<file path="config.mk">
export PLATFORM = sky130hd
export DESIGN_NAME = if_aligner
export DESIGN_NICKNAME = d
export VERILOG_FILES = /design/src/rtl/core_pkg.sv /design/src/rtl/rvc_decompress.sv /design/src/rtl/if_aligner.sv
export SDC_FILE = /design/constraint.sdc
export NUM_CORES = 1
export LEC_CHECK = 0
export BUFFER_PORTS_ARGS = -buffer_cell sky130_fd_sc_hd__buf_2
export CORE_ASPECT_RATIO = 1.1
export CORE_MARGIN = 5
export CORE_UTILIZATION = 49
export DETAILED_ROUTE_END_ITERATION = 6
export PLACE_DENSITY_LB_ADDON = 0.08
export REMOVE_ABC_BUFFERS = 1
export SLEW_MARGIN = 15
export SYNTH_ARGS = -nofsm -noshare
export SYNTH_HDL_FRONTEND = slang
export SYNTH_SLANG_ARGS = --single-unit
export TNS_END_PERCENT = 10
</file>
<file path="constraint.sdc">
create_clock -name clk_i -period 2.61 [get_ports clk_i]
set_input_delay 0.1305 -clock clk_i [delete_from_list [all_inputs] [get_ports clk_i]]
set_output_delay 0.1305 -clock clk_i [all_outputs]
set_load 0.01 [all_outputs]
</file>
<file path="src/rtl/core_pkg.sv">
// rtl/core_pkg.sv - shared aligner state encoding, RV32 opcodes and NOP constant
package core_pkg;

    typedef enum logic [1:0] {
        ST_EMPTY = 2'd0,
        ST_HALF  = 2'd1,
        ST_SKIP  = 2'd2
    } align_state_e;

    localparam logic [6:0] OPC_LOAD   = 7'h03;
    localparam logic [6:0] OPC_OP_IMM = 7'h13;
    localparam logic [6:0] OPC_STORE  = 7'h23;
    localparam logic [6:0] OPC_OP     = 7'h33;
    localparam logic [6:0] OPC_LUI    = 7'h37;
    localparam logic [6:0] OPC_BRANCH = 7'h63;
    localparam logic [6:0] OPC_JALR   = 7'h67;
    localparam logic [6:0] OPC_JAL    = 7'h6f;

    localparam logic [31:0] INSTR_NOP    = 32'h0000_0013;
    localparam logic [31:0] INSTR_EBREAK = 32'h0010_0073;

    function automatic logic is_compressed(input logic [1:0] lsbs);
        return lsbs != 2'b11;
    endfunction

endpackage

</file>
<file path="src/rtl/rvc_decompress.sv">
// rtl/rvc_decompress.sv - combinational RV32C to RV32I expander with illegal flag
module rvc_decompress
    import core_pkg::*;
(
    input  logic [15:0] i_instr,
    output logic [31:0] o_instr,
    output logic        o_illegal
);
    logic [15:0] w_c;
    logic [4:0]  w_rd;
    logic [4:0]  w_rs2;
    logic [4:0]  w_rdp;
    logic [4:0]  w_rs1p;
    logic [2:0]  w_alu_f3;

    assign w_c    = i_instr;
    assign w_rd   = w_c[11:7];
    assign w_rs2  = w_c[6:2];
    assign w_rdp  = {2'b01, w_c[4:2]};
    assign w_rs1p = {2'b01, w_c[9:7]};
    assign w_alu_f3 = (w_c[6:5] == 2'b00) ? 3'b000 :
                      (w_c[6:5] == 2'b01) ? 3'b100 :
                      (w_c[6:5] == 2'b10) ? 3'b110 : 3'b111;

    always_comb begin
        o_instr   = {16'h0000, w_c};
        o_illegal = 1'b0;
        case ({w_c[15:13], w_c[1:0]})
            5'b000_00: begin
                o_instr   = {2'b00, w_c[10:7], w_c[12:11], w_c[5], w_c[6], 2'b00, 5'd2, 3'b000, w_rdp, OPC_OP_IMM};
                o_illegal = (w_c[12:5] == 8'h00);
            end
            5'b010_00: o_instr = {5'b0, w_c[5], w_c[12:10], w_c[6], 2'b00, w_rs1p, 3'b010, w_rdp, OPC_LOAD};
            5'b110_00: o_instr = {5'b0, w_c[5], w_c[12], w_rdp, w_rs1p, 3'b010, w_c[11:10], w_c[6], 2'b00, OPC_STORE};
            5'b000_01: o_instr = {{7{w_c[12]}}, w_c[6:2], w_rd, 3'b000, w_rd, OPC_OP_IMM};
            5'b001_01, 5'b101_01:
                o_instr = {w_c[12], w_c[8], w_c[10:9], w_c[6], w_c[7], w_c[2], w_c[11], w_c[5:3],
                           {9{w_c[12]}}, 4'b0000, ~w_c[15], OPC_JAL};
            5'b010_01: o_instr = {{7{w_c[12]}}, w_c[6:2], 5'd0, 3'b000, w_rd, OPC_OP_IMM};
            5'b011_01: begin
                // rd==x2 selects C.ADDI16SP, otherwise C.LUI; both reserve a zero immediate
                if (w_rd == 5'd2) begin
                    o_instr = {{3{w_c[12]}}, w_c[4:3], w_c[5], w_c[2], w_c[6], 4'b0000, 5'd2, 3'b000, 5'd2, OPC_OP_IMM};
                end else begin
                    o_instr = {{15{w_c[12]}}, w_c[6:2], w_rd, OPC_LUI};
                end
                o_illegal = ({w_c[12], w_c[6:2]} == 6'd0);
            end
            5'b100_01: begin
                case (w_c[11:10])
                    2'b00, 2'b01: begin
                        o_instr   = {1'b0, w_c[10], 5'b00000, w_c[6:2], w_rs1p, 3'b101, w_rs1p, OPC_OP_IMM};
                        o_illegal = w_c[12];
                    end
                    2'b10: o_instr = {{7{w_c[12]}}, w_c[6:2], w_rs1p, 3'b111, w_rs1p, OPC_OP_IMM};
                    default: begin
                        o_instr   = {1'b0, (w_c[6:5] == 2'b00), 5'b00000, w_rdp, w_rs1p, w_alu_f3, w_rs1p, OPC_OP};
                        o_illegal = w_c[12];
                    end
                endcase
            end
            5'b110_01, 5'b111_01:
                o_instr = {{4{w_c[12]}}, w_c[6:5], w_c[2], 5'd0, w_rs1p, 2'b00, w_c[13],
                           w_c[11:10], w_c[4:3], w_c[12], OPC_BRANCH};
            5'b000_10: begin
                o_instr   = {7'b0, w_c[6:2], w_rd, 3'b001, w_rd, OPC_OP_IMM};
                o_illegal = w_c[12];
            end
            5'b010_10: begin
                o_instr   = {4'b0, w_c[3:2], w_c[12], w_c[6:4], 2'b00, 5'd2, 3'b010, w_rd, OPC_LOAD};
                o_illegal = (w_rd == 5'd0);
            end
            5'b100_10: begin
                if (!w_c[12]) begin
                    if (w_rs2 == 5'd0) begin
                        o_instr   = {12'b0, w_rd, 3'b000, 5'd0, OPC_JALR};
                        o_illegal = (w_rd == 5'd0);
                    end else begin
                        o_instr = {7'b0, w_rs2, 5'd0, 3'b000, w_rd, OPC_OP};
                    end
                end else if (w_rs2 == 5'd0) begin
                    o_instr = (w_rd == 5'd0) ? INSTR_EBREAK : {12'b0, w_rd, 3'b000, 5'd1, OPC_JALR};
                end else begin
                    o_instr = {7'b0, w_rs2, w_rd, 3'b000, w_rd, OPC_OP};
                end
            end
            5'b110_10: o_instr = {4'b0, w_c[8:7], w_c[12], w_rs2, 5'd2, 3'b010, w_c[11:9], 2'b00, OPC_STORE};
            default:   o_illegal = 1'b1;
        endcase
    end

endmodule

</file>
<file path="src/rtl/if_aligner.sv">
// rtl/if_aligner.sv - fetch-word to instruction aligner; RVC_EN adds compressed alignment/expansion
module if_aligner
    import core_pkg::*;
#(
    parameter logic [31:0] RESET_PC = 32'h0000_0000
) (
    input  logic        clk_i,
    input  logic        rst_ni,
    input  logic        flush_i,
    input  logic [31:0] flush_pc_i,
    output logic [31:0] fetch_addr_o,
    input  logic [31:0] fetch_data_i,
    input  logic        fetch_valid_i,
    output logic        fetch_ready_o,
    output logic [31:0] instr_o,
    output logic [31:0] pc_o,
    output logic        instr_c_o,
    output logic        illegal_o,
    output logic        instr_valid_o,
    input  logic        id_ready_i
);
    logic [31:0] r_fetch_addr;
    logic [31:0] r_instr;
    logic [31:0] r_pc;
    logic        r_valid;
    logic        r_c;
    logic        r_ill;
    logic        w_advance;
    logic        w_hs;
    logic        w_emit;
    logic [31:0] w_instr_nxt;
    logic [31:0] w_pc_nxt;
    logic        w_c_nxt;
    logic        w_ill_nxt;

    assign w_advance = !r_valid || id_ready_i;
    assign w_hs      = fetch_valid_i && fetch_ready_o;

`ifdef RVC_EN
    align_state_e r_state;
    align_state_e w_state_nxt;
    logic [15:0]  r_hold;
    logic [31:0]  r_hold_pc;
    logic [15:0]  w_dec_in;
    logic [31:0]  w_dec_instr;
    logic         w_dec_ill;
    logic         w_load_hold;
    logic         w_hold_c;
    logic         w_unused_flush_lsb;

    assign w_unused_flush_lsb = flush_pc_i[0];
    assign w_hold_c      = is_compressed(r_hold[1:0]);
    // A held compressed halfword is emitted on its own, so no new word may be taken that cycle
    assign fetch_ready_o = w_advance && !flush_i && !(r_state == ST_HALF && w_hold_c);
    assign w_dec_in      = (r_state == ST_HALF) ? r_hold : fetch_data_i[15:0];

    rvc_decompress u_rvc_decompress (
        .i_instr   (w_dec_in),
        .o_instr   (w_dec_instr),
        .o_illegal (w_dec_ill)
    );

    always_comb begin
        w_state_nxt = r_state;
        w_emit      = 1'b0;
        w_load_hold = 1'b0;
        w_instr_nxt = r_instr;
        w_pc_nxt    = r_pc;
        w_c_nxt     = 1'b0;
        w_ill_nxt   = 1'b0;
        if (flush_i) begin
            w_state_nxt = flush_pc_i[1] ? ST_SKIP : ST_EMPTY;
        end else begin
            case (r_state)
                ST_EMPTY: if (w_hs) begin
                    w_emit   = 1'b1;
                    w_pc_nxt = r_fetch_addr;
                    if (is_compressed(fetch_data_i[1:0])) begin
                        w_instr_nxt = w_dec_instr;
                        w_c_nxt     = 1'b1;
                        w_ill_nxt   = w_dec_ill;
                        w_load_hold = 1'b1;
                        w_state_nxt = ST_HALF;
                    end else begin
                        w_instr_nxt = fetch_data_i;
                    end
                end
                ST_HALF: if (w_hold_c) begin
                    if (w_advance) begin
                        w_emit      = 1'b1;
                        w_instr_nxt = w_dec_instr;
                        w_pc_nxt    = r_hold_pc;
                        w_c_nxt     = 1'b1;
                        w_ill_nxt   = w_dec_ill;
                        w_state_nxt = ST_EMPTY;
                    end
                end else if (w_hs) begin
                    w_emit      = 1'b1;
                    w_instr_nxt = {fetch_data_i[15:0], r_hold};
                    w_pc_nxt    = r_hold_pc;
                    w_load_hold = 1'b1;
                end
                ST_SKIP: if (w_hs) begin
                    w_load_hold = 1'b1;
                    w_state_nxt = ST_HALF;
                end
                default: w_state_nxt = ST_EMPTY;
            endcase
        end
    end

    always_ff @(posedge clk_i or negedge rst_ni) begin
        if (!rst_ni) begin
            r_state <= ST_EMPTY;
        end else begin
            r_state <= w_state_nxt;
        end
    end

    always_ff @(posedge clk_i or negedge rst_ni) begin
        if (!rst_ni) begin
            r_hold    <= 16'h0000;
            r_hold_pc <= 32'h0000_0000;
        end else if (flush_i) begin
            r_hold    <= 16'h0000;
            r_hold_pc <= 32'h0000_0000;
        end else if (w_load_hold) begin
            r_hold    <= fetch_data_i[31:16];
            r_hold_pc <= r_fetch_addr + 32'd2;
        end
    end
`else
    logic w_unused_flush_lsbs;

    assign w_unused_flush_lsbs = ^flush_pc_i[1:0];
    assign fetch_ready_o       = w_advance && !flush_i;

    always_comb begin
        w_emit      = w_hs;
        w_instr_nxt = fetch_data_i;
        w_pc_nxt    = r_fetch_addr;
        w_c_nxt     = 1'b0;
        w_ill_nxt   = 1'b0;
    end
`endif

    always_ff @(posedge clk_i or negedge rst_ni) begin
        if (!rst_ni) begin
            r_fetch_addr <= RESET_PC;
            r_valid      <= 1'b0;
            r_instr      <= INSTR_NOP;
            r_pc         <= 32'h0000_0000;
            r_c          <= 1'b0;
            r_ill        <= 1'b0;
        end else if (flush_i) begin
            r_fetch_addr <= {flush_pc_i[31:2], 2'b00};
            r_valid      <= 1'b0;
        end else begin
            if (w_hs) begin
                r_fetch_addr <= r_fetch_addr + 32'd4;
            end
            if (w_advance) begin
                r_valid <= w_emit;
                if (w_emit) begin
                    r_instr <= w_instr_nxt;
                    r_pc    <= w_pc_nxt;
                    r_c     <= w_c_nxt;
                    r_ill   <= w_ill_nxt;
                end
            end
        end
    end

    assign fetch_addr_o  = r_fetch_addr;
    assign instr_o       = r_instr;
    assign pc_o          = r_pc;
    assign instr_c_o     = r_c;
    assign illegal_o     = r_ill;
    assign instr_valid_o = r_valid;

endmodule

</file>
# Yosys cells after proc, flatten, opt, wreduce, memory -nomap -nowiden
# Cells that the tools add are included.
# W data, S select, Z words.
# word_totals
in_bits,69
word_cells,18
register_bits,97
# classes
mux,4
reduce_logical,8
add_sub_neg,1
bitwise_logic,1
# ops
op,count
$mux W32,2
$add A32 B3 Y32 const B,1
$reduce_bool A2 Y1,2
$reduce_and A3 Y1,1
$logic_and A1 B1 Y1,2
$logic_not A1 Y1,2
$mux W1,2
$logic_or A1 B1 Y1,1
$not A1 Y1,1

# Depth between registers and ports, before layout
# Gate-level depths: netlist of run 1.
# logic_depth
word_depth,6
ltp_mapped,7
ltp_nobuf,6

# Worst setup path before layout of run 1
# No wires, ideal clock.
# synth_timing
kind,flip-flop to flip-flop
startpoint,"register r_fetch_addr[2], in the netlist fetch_addr_o[2]"
endpoint,"register r_fetch_addr[26], in the netlist fetch_addr_o[26]"
arrival_time_ns,1.854
setup_time_ns,0.124
setup_slack_ns,0.632
synth_period_minus_slack_ns,1.978
path_stages_with_launch,7
path_cell_list,dfrtp_1 -> ha_1 -> nand4_2 -> or3_4 -> nor3_1 -> a21oi_1 -> a211o_1
# synth_between
elab_chain_len,3
# synth_lines
element,line,text
from (decl),if_aligner.sv:22,logic [31:0] r_fetch_addr;
from (signal assigned),if_aligner.sv:156,"r_fetch_addr <= {flush_pc_i[31:2], 2'b00};"
from (signal assigned),if_aligner.sv:160,r_fetch_addr <= r_fetch_addr + 32'd4;
$add A32 B3 Y32,if_aligner.sv:160,
$mux W32,if_aligner.sv:159,if (w_hs) begin
$mux W32,if_aligner.sv:155,end else if (flush_i) begin
# No other way between the ends. The select of a mux whose other input is x is not followed.
# A chain may end at the register's enable or synchronous reset.

# Worst setup path in the final report of run 1
# layout_timing
startpoint,"register r_valid, in the netlist instr_valid_o"
endpoint,"register r_fetch_addr[13], in the netlist fetch_addr_o[13]"
# layout_between
elab_chain_len,5
# layout_lines
element,line,text
from (decl),if_aligner.sv:25,logic r_valid;
from (signal assigned),if_aligner.sv:163,r_valid <= w_emit;
$logic_not A1 Y1,if_aligner.sv:36,assign w_advance = !r_valid || id_ready_i;
$logic_or A1 B1 Y1,if_aligner.sv:36,
$logic_and A1 B1 Y1,if_aligner.sv:136,assign fetch_ready_o = w_advance && !flush_i;
$logic_and A1 B1 Y1,if_aligner.sv:37,assign w_hs = fetch_valid_i && fetch_ready_o;
$reduce_bool A2 Y1 (no source line),n/a,
# No other way between the ends.

==> out/qor.csv, run 1 <==
stage,metric,value,unit
status,status,"complete, no violations",
min_path,HP Start,flush_pc_i[29],
place,gpl congestion,0.759,
detailed_routing,final wirelength,10100,um
floorplan,Die W,98.7,um
critical_path,crit path max fanout,13,
grt,Total GRT Usage,19.6,%
sta,Least-Margin Pin Slew,0.647,ns
logic_synthesis,post-synthesis sequential area ratio,54.9,%
flow_run,Max Cap Viol,0,
clock_network,CTS root buf,clkbuf_8,
grt,total grt overflow,0,
detailed_routing,top sig layer,met4,
layout,Inserted Diodes,0,
sta,Layout Skew,0.0147,ns
sta,Period minus WS final,2.15,ns
min_path,Hold Crit Class,primary input to flip-flop,
logic_synthesis,"EDFF count, synth",0,
place,Port Buffer Count,160,
detailed_routing,Via-to-Cell Ratio,4.87,
critical_path,cells on worst reg2reg path,6,
floorplan,# IOs,169,
min_path,hold path cells,3,
floorplan,die area,0.0106,mm2
sta,setup ws final,0.460,ns
critical_path,CP Capture Type,flip-flop,
layout,Fillers,661,
layout,most common library cell in the layout ignoring fill and taps,buf_2,
clock_network,clock-pin slew on the worst setup and hold paths,0.09,ns
layout,NumNets Final,628,
critical_path,CP Launch Type,flip-flop,
clock_network,CTS max path bufs,2,
floorplan,core area,0.00841,mm2
logic_synthesis,simple-gate share of the synthesized area,14.5,%
floorplan,die height,108,um
place,HPWL Detailed,7010,um
grt,first-pass GRT wire length,16700,um
pwr,Pwr Density,608,mW/mm2
clock_network,post-CTS resize count,0,
logic_synthesis,largest family of logic cells by synthesized area,multiplexers,
detailed_routing,Final ANT Viol Nets,0,
place,pre-CTS setup slack,0.456,ns
layout,"Area growth, synth to finish",38.0,%
detailed_routing,iteration count of the initial detailed-routing pass,4,
sta,final setup violation count,0,
detailed_routing,wl on met1,4330,um
logic_synthesis,Post-synth ARST share,100,%
sta,final hold viol count,0,
sta,Final period util,82.4,%
detailed_routing,DRC Markers,0,
detailed_routing,vias,3282,
sta,f_max,0.465,GHz
critical_path,Reg-to-Reg Start,instr_valid_o,
sta,RSZ-0062 raised after global routing,no,
detailed_routing,Avg WL per Cell,15.0,um
detailed_routing,DR WL met2,5020,um
detailed_routing,1st-iter DRT viols,59,
grt,largest net degree at the start of global routing,64,
pwr,Lkg Pwr,2.71,nW
logic_synthesis,synth warn,0,
sta,Slew HR,56.9,%
critical_path,critical path arrival,2.36,ns
layout,"commonest cells after routing, fill and taps aside","buf_2, dfrtp_1, mux2_2",
logic_synthesis,Synth Area in Adders,0.295,%
pwr,maximum vdd drop,0.453,mV
min_path,Worst Hold End,fetch_addr_o[29],
clock_network,CTS Buf Count,9,
logic_synthesis,Synth Flop Type,dfrtp_1,
critical_path,worst reg2reg setup slack,0.46,ns
clock_network,H-tree lvl count,3,
sta,"Slew Viols, Final",0,
layout,layout cells sized above 1,46.4,%
layout,Layout Utilization,69.6,%
clock_network,Post-CTS Hold Fix Bufs,56,
critical_path,R2R Path End,fetch_addr_o[13],
logic_synthesis,Cells after Synth,347,
detailed_routing,DR WL met3,660,um
logic_synthesis,mux contribution to synthesized area,16.7,%
critical_path,critical path type,flip-flop to flip-flop,
clock_network,CTS Sinks,93,
logic_synthesis,Synth Area in Compound Gates,4.01,%
logic_synthesis,register bit count reported by yosys,93,
grt,vias in the first global route,3396,
critical_path,CP Data Required Time,2.82,ns
clock_network,post-CTS setup buffers,0,
logic_synthesis,post-synthesis xor/xnor area fraction,5.57,%
clock_network,TritonCTS clock tree,yes,
grt,initial antenna violation count,0,
floorplan,Starting Density,50.5,%
logic_synthesis,Post-Syn Area per Cell,12.2,um2
floorplan,num rows,35,
logic_synthesis,Mapped Area,0.00424,mm2
logic_synthesis,distinct cell type count of the synthesized netlist,42,
clock_network,clk_lat worst skew,0.35,ns
sta,final hold slack,0.0180,ns
[routing by layer]
metal	global-route usage, %	vias up
met1	25.4	1558
li1	-	1625
met5	0	-
met3	5.51	9
met4	5.46	0
met2	32.4	90
[cell families (layout without fill, tap and decap cells)]
family	after synthesis	in the layout
AO/OA/AOI/OAI	30	30
XOR/XNOR	27	27
adder cells (fa/ha/maj)	1	1
buffers and inverters	29	240
flip-flops	93	93
multiplexers	63	63
other	1	6
AND/OR/NAND/NOR	103	103
[registers in the layout, indices dropped and copies added, names as in the netlist]
register and count:
instr_o 32, fetch_addr_o 30, pc_o 30, instr_valid_o 1
[report_power, final]
part / internal [mW] / total, mW / switching [mW]
Combinational: 0.454 / 0.856 / 0.402
Sequential: 1.67 / 1.83 / 0.155
Clock: 0.354 / 0.873 / 0.519
[per-stage QoR]
stage | cells | power [mW] | cell area [um2] | TNS [ns]
after global placement | 601 | 2.63 | 5110 | 0
final | 674 | 3.56 | 5850 | 0
after floorplan | 326 | 2.25 | 4110 | -221.24
after detailed placement | 601 | 2.66 | 5110 | 0
after global routing | 674 | 3.77 | 5850 | 0
after CTS | 673 | 3.60 | 5840 | 0
[cell usage after synthesis (all sizes together) (4+ instances only)]
library cell	number	share of area, %
dfrtp	90	53
mux2	63	17
nand2	40	3.5
o21ai	26	3.2
xnor2	21	4.3
buf	18	2.9
nor4	14	3.8
nand3	9	1.2
clkbuf	8	0.71
nor3	8	0.94
nand4	7	1.2
xor2	6	1.2
nor2	5	0.44
and2	4	0.59
[worst max-delay path by stage]
stage	startpoint	end	slack (ns)	depth (start not counted)
6_report	instr_valid_o	fetch_addr_o[13]	0.46	6
5_1_grt	instr_valid_o	fetch_addr_o[23]	0.24	5
4_1_cts	fetch_addr_o[2]	fetch_addr_o[26]	0.45	6
3_5_place_dp	fetch_addr_o[2]	fetch_addr_o[26]	0.46	6
3_3_place_gp	fetch_addr_o[2]	fetch_addr_o[26]	0.49	6
2_1_floorplan	instr_valid_o	fetch_addr_o[30]	-3.83	5
[critical path, cell delays in order (launching register included)]
cell	delay (ns)
dfrtp_1	0.41
nor2b_1	0.19
or3b_1	0.67
buf_4	0.29
nor3_1	0.21
xnor2_1	0.14
o21ai_0	0.09
[cell type report]
cell class	count	area, um2	area share, %
sequential	93	2330	39.8
multi-input combinational	230	1770	30.2
timing repair buffer	221	1430	24.4
tap	111	139	2.37
clock buffer	10	128	2.18
clock inverter	6	46.3	0.791
inverter	3	11.3	0.192
Note: power is estimated with default switching activity, not from simulation.
==> inputs of run 2 (changes only) <==
--- a/config.mk
+++ b/config.mk
@@ -8,7 +8,7 @@
 export BUFFER_PORTS_ARGS = -buffer_cell sky130_fd_sc_hd__buf_2
 export CORE_ASPECT_RATIO = 1.1
 export CORE_MARGIN = 5
-export CORE_UTILIZATION = 49
+export CORE_UTILIZATION = 44
 export DETAILED_ROUTE_END_ITERATION = 6
 export PLACE_DENSITY_LB_ADDON = 0.08
 export REMOVE_ABC_BUFFERS = 1
==> constraint.sdc (replaced) <==
create_clock -name clk_i -period 1.8 [get_ports clk_i]
set_input_delay 0.09 -clock clk_i [delete_from_list [all_inputs] [get_ports clk_i]]
set_output_delay 0.09 -clock clk_i [all_outputs]
set_load 0.01 [all_outputs]
==> out/qor.csv, run 2 (synthesis results as in run 1) <==
stage,metric,value,unit
status,status,finished with violations,
status,failing checks,setup timing,
sta,"Slew Viols, Final",0,
detailed_routing,DR WL met2,5750,um
clock_network,H-tree lvl count,3,
min_path,Hold Crit Class,primary input to flip-flop,
clock_network,TritonCTS clock tree,yes,
grt,initial antenna violation count,0,
sta,f_max,0.538,GHz
sta,Final period util,103,%
floorplan,Starting Density,45.1,%
pwr,maximum vdd drop,0.679,mV
clock_network,CTS Sinks,93,
detailed_routing,DR WL met3,632,um
detailed_routing,1st-iter DRT viols,135,
detailed_routing,top sig layer,met4,
pwr,total power,5.28,mW
min_path,Worst Hold End,fetch_addr_o[30],
layout,"Area growth, synth to finish",50.6,%
layout,"commonest cells after routing, fill and taps aside","buf_2, dfrtp_1, mux2_2, dlygate4sd3_1, buf_4",
sta,Slew HR,55.9,%
pwr,Comb power frac,27.1,%
sta,final hold slack,0.0486,ns
layout,Layout Utilization,68.0,%
clock_network,CTS max path bufs,2,
critical_path,R2R Path End,fetch_addr_o[30],
min_path,HP Start,flush_pc_i[30],
critical_path,CP Capture Type,flip-flop,
detailed_routing,final wirelength,11200,um
place,Port Buffer Count,160,
detailed_routing,Final ANT Viol Nets,0,
pwr,P_sw,1.56,mW
grt,total grt overflow,0,
detailed_routing,Avg WL per Cell,15.4,um
critical_path,crit path max fanout,4,
sta,Least-Margin Pin Slew,0.662,ns
detailed_routing,wl on met1,4530,um
place,dpl cell area,0.00541,mm2
detailed_routing,Via-to-Cell Ratio,4.90,
sta,Period minus WS final,1.86,ns
layout,Inserted Diodes,0,
place,HPWL Detailed,7840,um
floorplan,Die W,104,um
sta,setup TNS,-0.0927,ns
critical_path,critical path arrival,2.10,ns
clock_network,clk_lat worst skew,0.36,ns
sta,RSZ-0062 raised after global routing,yes,
detailed_routing,DRC Markers,0,
critical_path,cells on worst reg2reg path,5,
critical_path,CP Data Required Time,2.04,ns
layout,NumNets Final,676,
critical_path,CP Launch Type,flip-flop,
pwr,Reg power frac,49.2,%
floorplan,num rows,37,
grt,first-pass GRT wire length,19000,um
flow_run,Max Cap Viol,0,
pwr,sw frac,29.4,%
critical_path,worst reg2reg setup slack,-0.06,ns
sta,final hold viol count,0,
sta,final setup violation count,4,
pwr,Clock Power Share,23.7,%
floorplan,core area,0.00940,mm2
grt,Total GRT Usage,19.7,%
floorplan,# IOs,169,
layout,layout cells sized above 1,51.6,%
clock_network,clock-pin slew on the worst setup and hold paths,0.09,ns
clock_network,CTS root buf,clkbuf_8,
layout,post-route insts no fill,728,
layout,Post-Layout Inst Area,0.00639,mm2
layout,most common library cell in the layout ignoring fill and taps,buf_2,
grt,largest net degree at the start of global routing,52,
pwr,Power Internal,3.73,mW
place,Placed Instances,646,
critical_path,Reg-to-Reg Start,fetch_addr_o[3],
place,pre-CTS setup slack,-0.111,ns
pwr,Lkg Pwr,3.03,nW
detailed_routing,vias,3567,
detailed_routing,iteration count of the initial detailed-routing pass,4,
pwr,Pwr Density,827,mW/mm2
clock_network,CTS Buf Count,9,
sta,Layout Skew,0.00780,ns
floorplan,die area,0.0117,mm2
sta,setup ws final,-0.0587,ns
critical_path,critical path type,flip-flop to flip-flop,
floorplan,die height,113,um
min_path,hold path cells,3,
grt,vias in the first global route,3865,
layout,Largest register FFs,32,
place,gpl congestion,0.787,
==> run 2: changes by cell type in the layout (fill, tap and decap cells not counted), moves of 2 or more <==
cell / delta
clkinvlp_4: -2
nor4_1: -3
nor3_2: +6
clkbuf_1: +2
inv_6: -2
nor4_4: +3
dlygate4sd3_1: +6
nor3_1: -7
buf_4: +39
==> run 2: power by group through the flow <==
stage | Clock [mW] | Sequential, mW | Combinational, mW
after global routing | 1.38 | 2.65 | 1.57
final | 1.25 | 2.60 | 1.43
after global placement | 0 | 2.62 | 1.30
after detailed placement | 0 | 2.64 | 1.32
after floorplan | 0 | 2.83 | 0.435
after CTS | 1.32 | 2.60 | 1.44
==> run 2: layout make-up <==
| type | count | area [um2] |
|---|---|---|
| Inverter | 3 | 11.3 |
| Multi-Input combinational cell | 230 | 1890 |
| Timing Repair Buffer | 269 | 1840 |
| Clock buffer | 13 | 149 |
| Fill cell | 767 | 3010 |
| Clock inverter | 3 | 22.5 |
| Sequential cell | 93 | 2330 |
| Tap cell | 117 | 146 |
==> run 2: worst max-delay path by stage <==
stage               cells past startpoint  slack [ns]       startpoint          endpoint
finish                                  5       -0.06  fetch_addr_o[3]  fetch_addr_o[30]
global route                            5       -0.10  fetch_addr_o[3]  fetch_addr_o[30]
CTS                                     6       -0.01    instr_valid_o  fetch_addr_o[26]
detailed placement                      6       -0.11    instr_valid_o  fetch_addr_o[23]
global placement                        6       -0.08    instr_valid_o  fetch_addr_o[23]
floorplan                               5       -4.64    instr_valid_o  fetch_addr_o[30]
==> run 2: timing repair <==
| item | CTS | global route |
|---|---|---|
| setup buffers | 0 | 2 |
| endpoints found under the setup margin | 56 | 73 |
| resized for setup | 9 | 17 |
| pin swaps | 2 | 13 |
| gates cloned | 0 | 1 |
| hold buffers | 63 | 0 |
| endpoints found under the hold margin | 108 | 0 |
==> run 2: per-layer routing <==
metal | GRT usage, % | vias to the layer above
li1 | - | 1714
met5 | 0 | -
met2 | 33.5 | 104
met1 | 24.5 | 1730
met3 | 3.99 | 19
met4 | 8.05 | 0
==> run 2: critical path: stages, from the launching register on <==
cell	delay, ns
dfrtp_1	0.36
ha_2	0.21
nand4_4	0.09
or3_4	0.44
or3_4	0.39
a211o_1	0.25
==> inputs of run 3 (changes only) <==
--- a/config.mk
+++ b/config.mk
@@ -5,10 +5,11 @@
 export SDC_FILE = /design/constraint.sdc
 export NUM_CORES = 1
 export LEC_CHECK = 0
+export ABC_AREA = 1
 export BUFFER_PORTS_ARGS = -buffer_cell sky130_fd_sc_hd__buf_2
 export CORE_ASPECT_RATIO = 1.1
 export CORE_MARGIN = 5
-export CORE_UTILIZATION = 44
+export CORE_UTILIZATION = 45
 export DETAILED_ROUTE_END_ITERATION = 6
 export PLACE_DENSITY_LB_ADDON = 0.08
 export REMOVE_ABC_BUFFERS = 1
==> out/qor.csv, run 3 <==
stage,metric,value,unit
floorplan,# IOs,169,
critical_path,cells on worst reg2reg path,8,
clock_network,H-tree lvl count,3,
layout,NumNets Final,835,
layout,Largest register FFs,32,
clock_network,TritonCTS clock tree,yes,
critical_path,Crit. Startpoint,fetch_addr_o[2],
clock_network,post-CTS resize count,0,
pwr,maximum vdd drop,0.417,mV
critical_path,crit path max fanout,5,
logic_synthesis,share of the synthesized area in the top cell type,49.8,%
logic_synthesis,Post-Syn Area per Cell,8.25,um2
clock_network,CTS Sinks,93,
clock_network,CTS max path bufs,2,
logic_synthesis,Synth Area in Adders,0.277,%
grt,largest net degree at the start of global routing,78,
logic_synthesis,largest family of logic cells by synthesized area,simple AND/OR/NAND/NOR gates,
grt,initial antenna violation count,0,
floorplan,die area,0.0122,mm2
detailed_routing,Avg WL per Cell,14.8,um
logic_synthesis,distinct cell type count of the synthesized netlist,34,
clock_network,CTS root buf,clkbuf_8,
sta,setup TNS,0,ns
sta,"Slew Viols, Final",0,
detailed_routing,Via-to-Cell Ratio,4.96,
detailed_routing,final wirelength,13200,um
floorplan,Die W,106,um
pwr,Pwr Density,875,mW/mm2
sta,setup ws final,0.242,ns
critical_path,Reg-to-Reg Start,fetch_addr_o[2],
grt,Total GRT Usage,21.8,%
logic_synthesis,synth warn,0,
pwr,total power,5.48,mW
floorplan,num rows,38,
clock_network,post-CTS setup buffers,0,
status,status,"complete, no violations",
pwr,P_sw,1.79,mW
pwr,Comb power frac,25.1,%
sta,Final period util,86.6,%
logic_synthesis,commonest cells in the synthesized netlist,"nand2_1, dfrtp_1, nand3_1",
detailed_routing,Final ANT Viol Nets,0,
logic_synthesis,simple-gate share of the synthesized area,30.0,%
logic_synthesis,most common cell in the netlist,nand2_1,
critical_path,CP Capture Type,flip-flop,
detailed_routing,iteration count of the initial detailed-routing pass,4,
logic_synthesis,Synth Area in Compound Gates,9.43,%
logic_synthesis,register bit count reported by yosys,93,
logic_synthesis,Cells after Synth,548,
pwr,Lkg Pwr,3.23,nW
detailed_routing,DRC Markers,0,
sta,Slew HR,61.1,%
logic_synthesis,Mapped Area,0.00452,mm2
critical_path,critical path type,flip-flop to flip-flop,
min_path,Hold Crit Class,primary input to flip-flop,
grt,total grt overflow,0,
place,Port Buffer Count,160,
floorplan,Starting Density,46.0,%
sta,Least-Margin Pin Slew,0.583,ns
place,HPWL Detailed,8970,um
critical_path,worst reg2reg setup slack,0.24,ns
layout,"commonest cells after routing, fill and taps aside","nand2_1, buf_2, dfrtp_1",
layout,Inserted Diodes,0,
logic_synthesis,post-synthesis sequential area ratio,51.5,%
sta,final setup violation count,0,
sta,final hold viol count,0,
clock_network,CTS Buf Count,9,
place,pre-CTS setup slack,0.257,ns
critical_path,CP Data Required Time,2.04,ns
clock_network,clk_lat worst skew,0.35,ns
sta,RSZ-0062 raised after global routing,no,
floorplan,die height,115,um
logic_synthesis,"EDFF count, synth",0,
logic_synthesis,"area leader, netlist",dfrtp_1,
sta,Period minus WS final,1.56,ns
detailed_routing,vias,4418,
sta,Layout Skew,0.00799,ns
pwr,sw frac,32.7,%
logic_synthesis,Synth Flop Type,dfrtp_1,
min_path,HP Start,id_ready_i,
critical_path,CP Launch Type,flip-flop,
place,gpl congestion,0.836,
grt,vias in the first global route,4476,
floorplan,core area,0.00984,mm2
layout,layout cells sized above 1,27.5,%
min_path,hold path cells,4,
pwr,Clock Power Share,26.0,%
detailed_routing,1st-iter DRT viols,164,
logic_synthesis,post-synthesis xor/xnor area fraction,1.55,%
grt,first-pass GRT wire length,21400,um
critical_path,critical path arrival,1.79,ns
logic_synthesis,Post-synth ARST share,100,%
flow_run,Max Cap Viol,0,
sta,f_max,0.642,GHz
clock_network,clock-pin slew on the worst setup and hold paths,0.09,ns
layout,most common library cell in the layout ignoring fill and taps,nand2_1,
pwr,Reg power frac,48.9,%
pwr,Power Internal,3.69,mW
layout,"Area growth, synth to finish",38.4,%
logic_synthesis,synth top area cells,"dfrtp_1, nand2_1, nand3_1",
logic_synthesis,mux contribution to synthesized area,0,%
-- run 3: path summary, 6_finish.rpt --
check                                   end
max                        fetch_addr_o[24]
min                           instr_valid_o
max reg2reg                fetch_addr_o[24]
min reg2reg                      instr_o[4]
max in group asynchronous        instr_o[4]
min in group asynchronous          pc_o[10]
-- run 3: cells by family after synthesis --
logic type                 Yosys count
and+or+nand+nor                    306
AOI/OAI and AO/OA                   69
buffers and inverters               70
adders and majority gates            1
DFF                                 93
xor gates and xnor gates             8
other                                1
-- run 3: power by group through the flow --
stage                     Clock, mW  Sequential, mW  Combinational (mW)
after floorplan                   0            2.83               0.487
after global placement            0            2.69                1.26
after detailed placement          0            2.70                1.28
after CTS                      1.48            2.67                1.39
after global routing           1.53            2.73                1.53
final                          1.43            2.68                1.37
-- run 3: worst max-delay path: stages (launching register included) --
cell     delay [ns]
dfrtp_1        0.44
ha_1           0.20
nand2_2        0.08
nor2_4         0.18
nand3_4        0.15
nor2_4         0.18
nand2_1        0.07
nand3_1        0.06
nand3_1        0.07
-- run 3: area by class of cell --
| type | instances | area (um2) |
|---|---|---|
| clock buffers | 10 | 138 |
| well taps | 120 | 150 |
| inverters | 41 | 156 |
| multi-input cells | 390 | 1890 |
| flip-flops and latches | 93 | 2330 |
| repair buffers | 230 | 1540 |
| clock inverters | 6 | 61.3 |
| fillers | 842 | 3580 |
-- run 3: repair_timing --
item / in CTS / in global routing
hold buffers: 63 / 0
endpoints found under the hold margin: 91 / 0
endpoints found under the setup margin: 0 / 0
-- run 3: metrics by stage --
step | util (%) | std cells | hold slack [ns] | instance area [um2]
floorplan | - | 524 | -0.206 | 4370
CTS | 63.6 | 890 | 0.0720 | 6260
global route | 63.6 | 890 | 0.109 | 6260
finish | 63.6 | 890 | 0.0841 | 6260
global placement | 55.2 | 811 | 0.0627 | 5430
detailed placement | 55.2 | 811 | 0.0673 | 5430
-- run 3: per-layer routing --
layer  share of wire, %  vias to the layer above  wire [um]  GRT usage, %
met5                  0                        -          0             0
met4                1.5                        0        195          7.94
met3                6.7                       15        887          4.77
met2                 50                      142       6610          38.3
met1                 42                     2074       5480          26.4
li1                   -                     2187          -             -
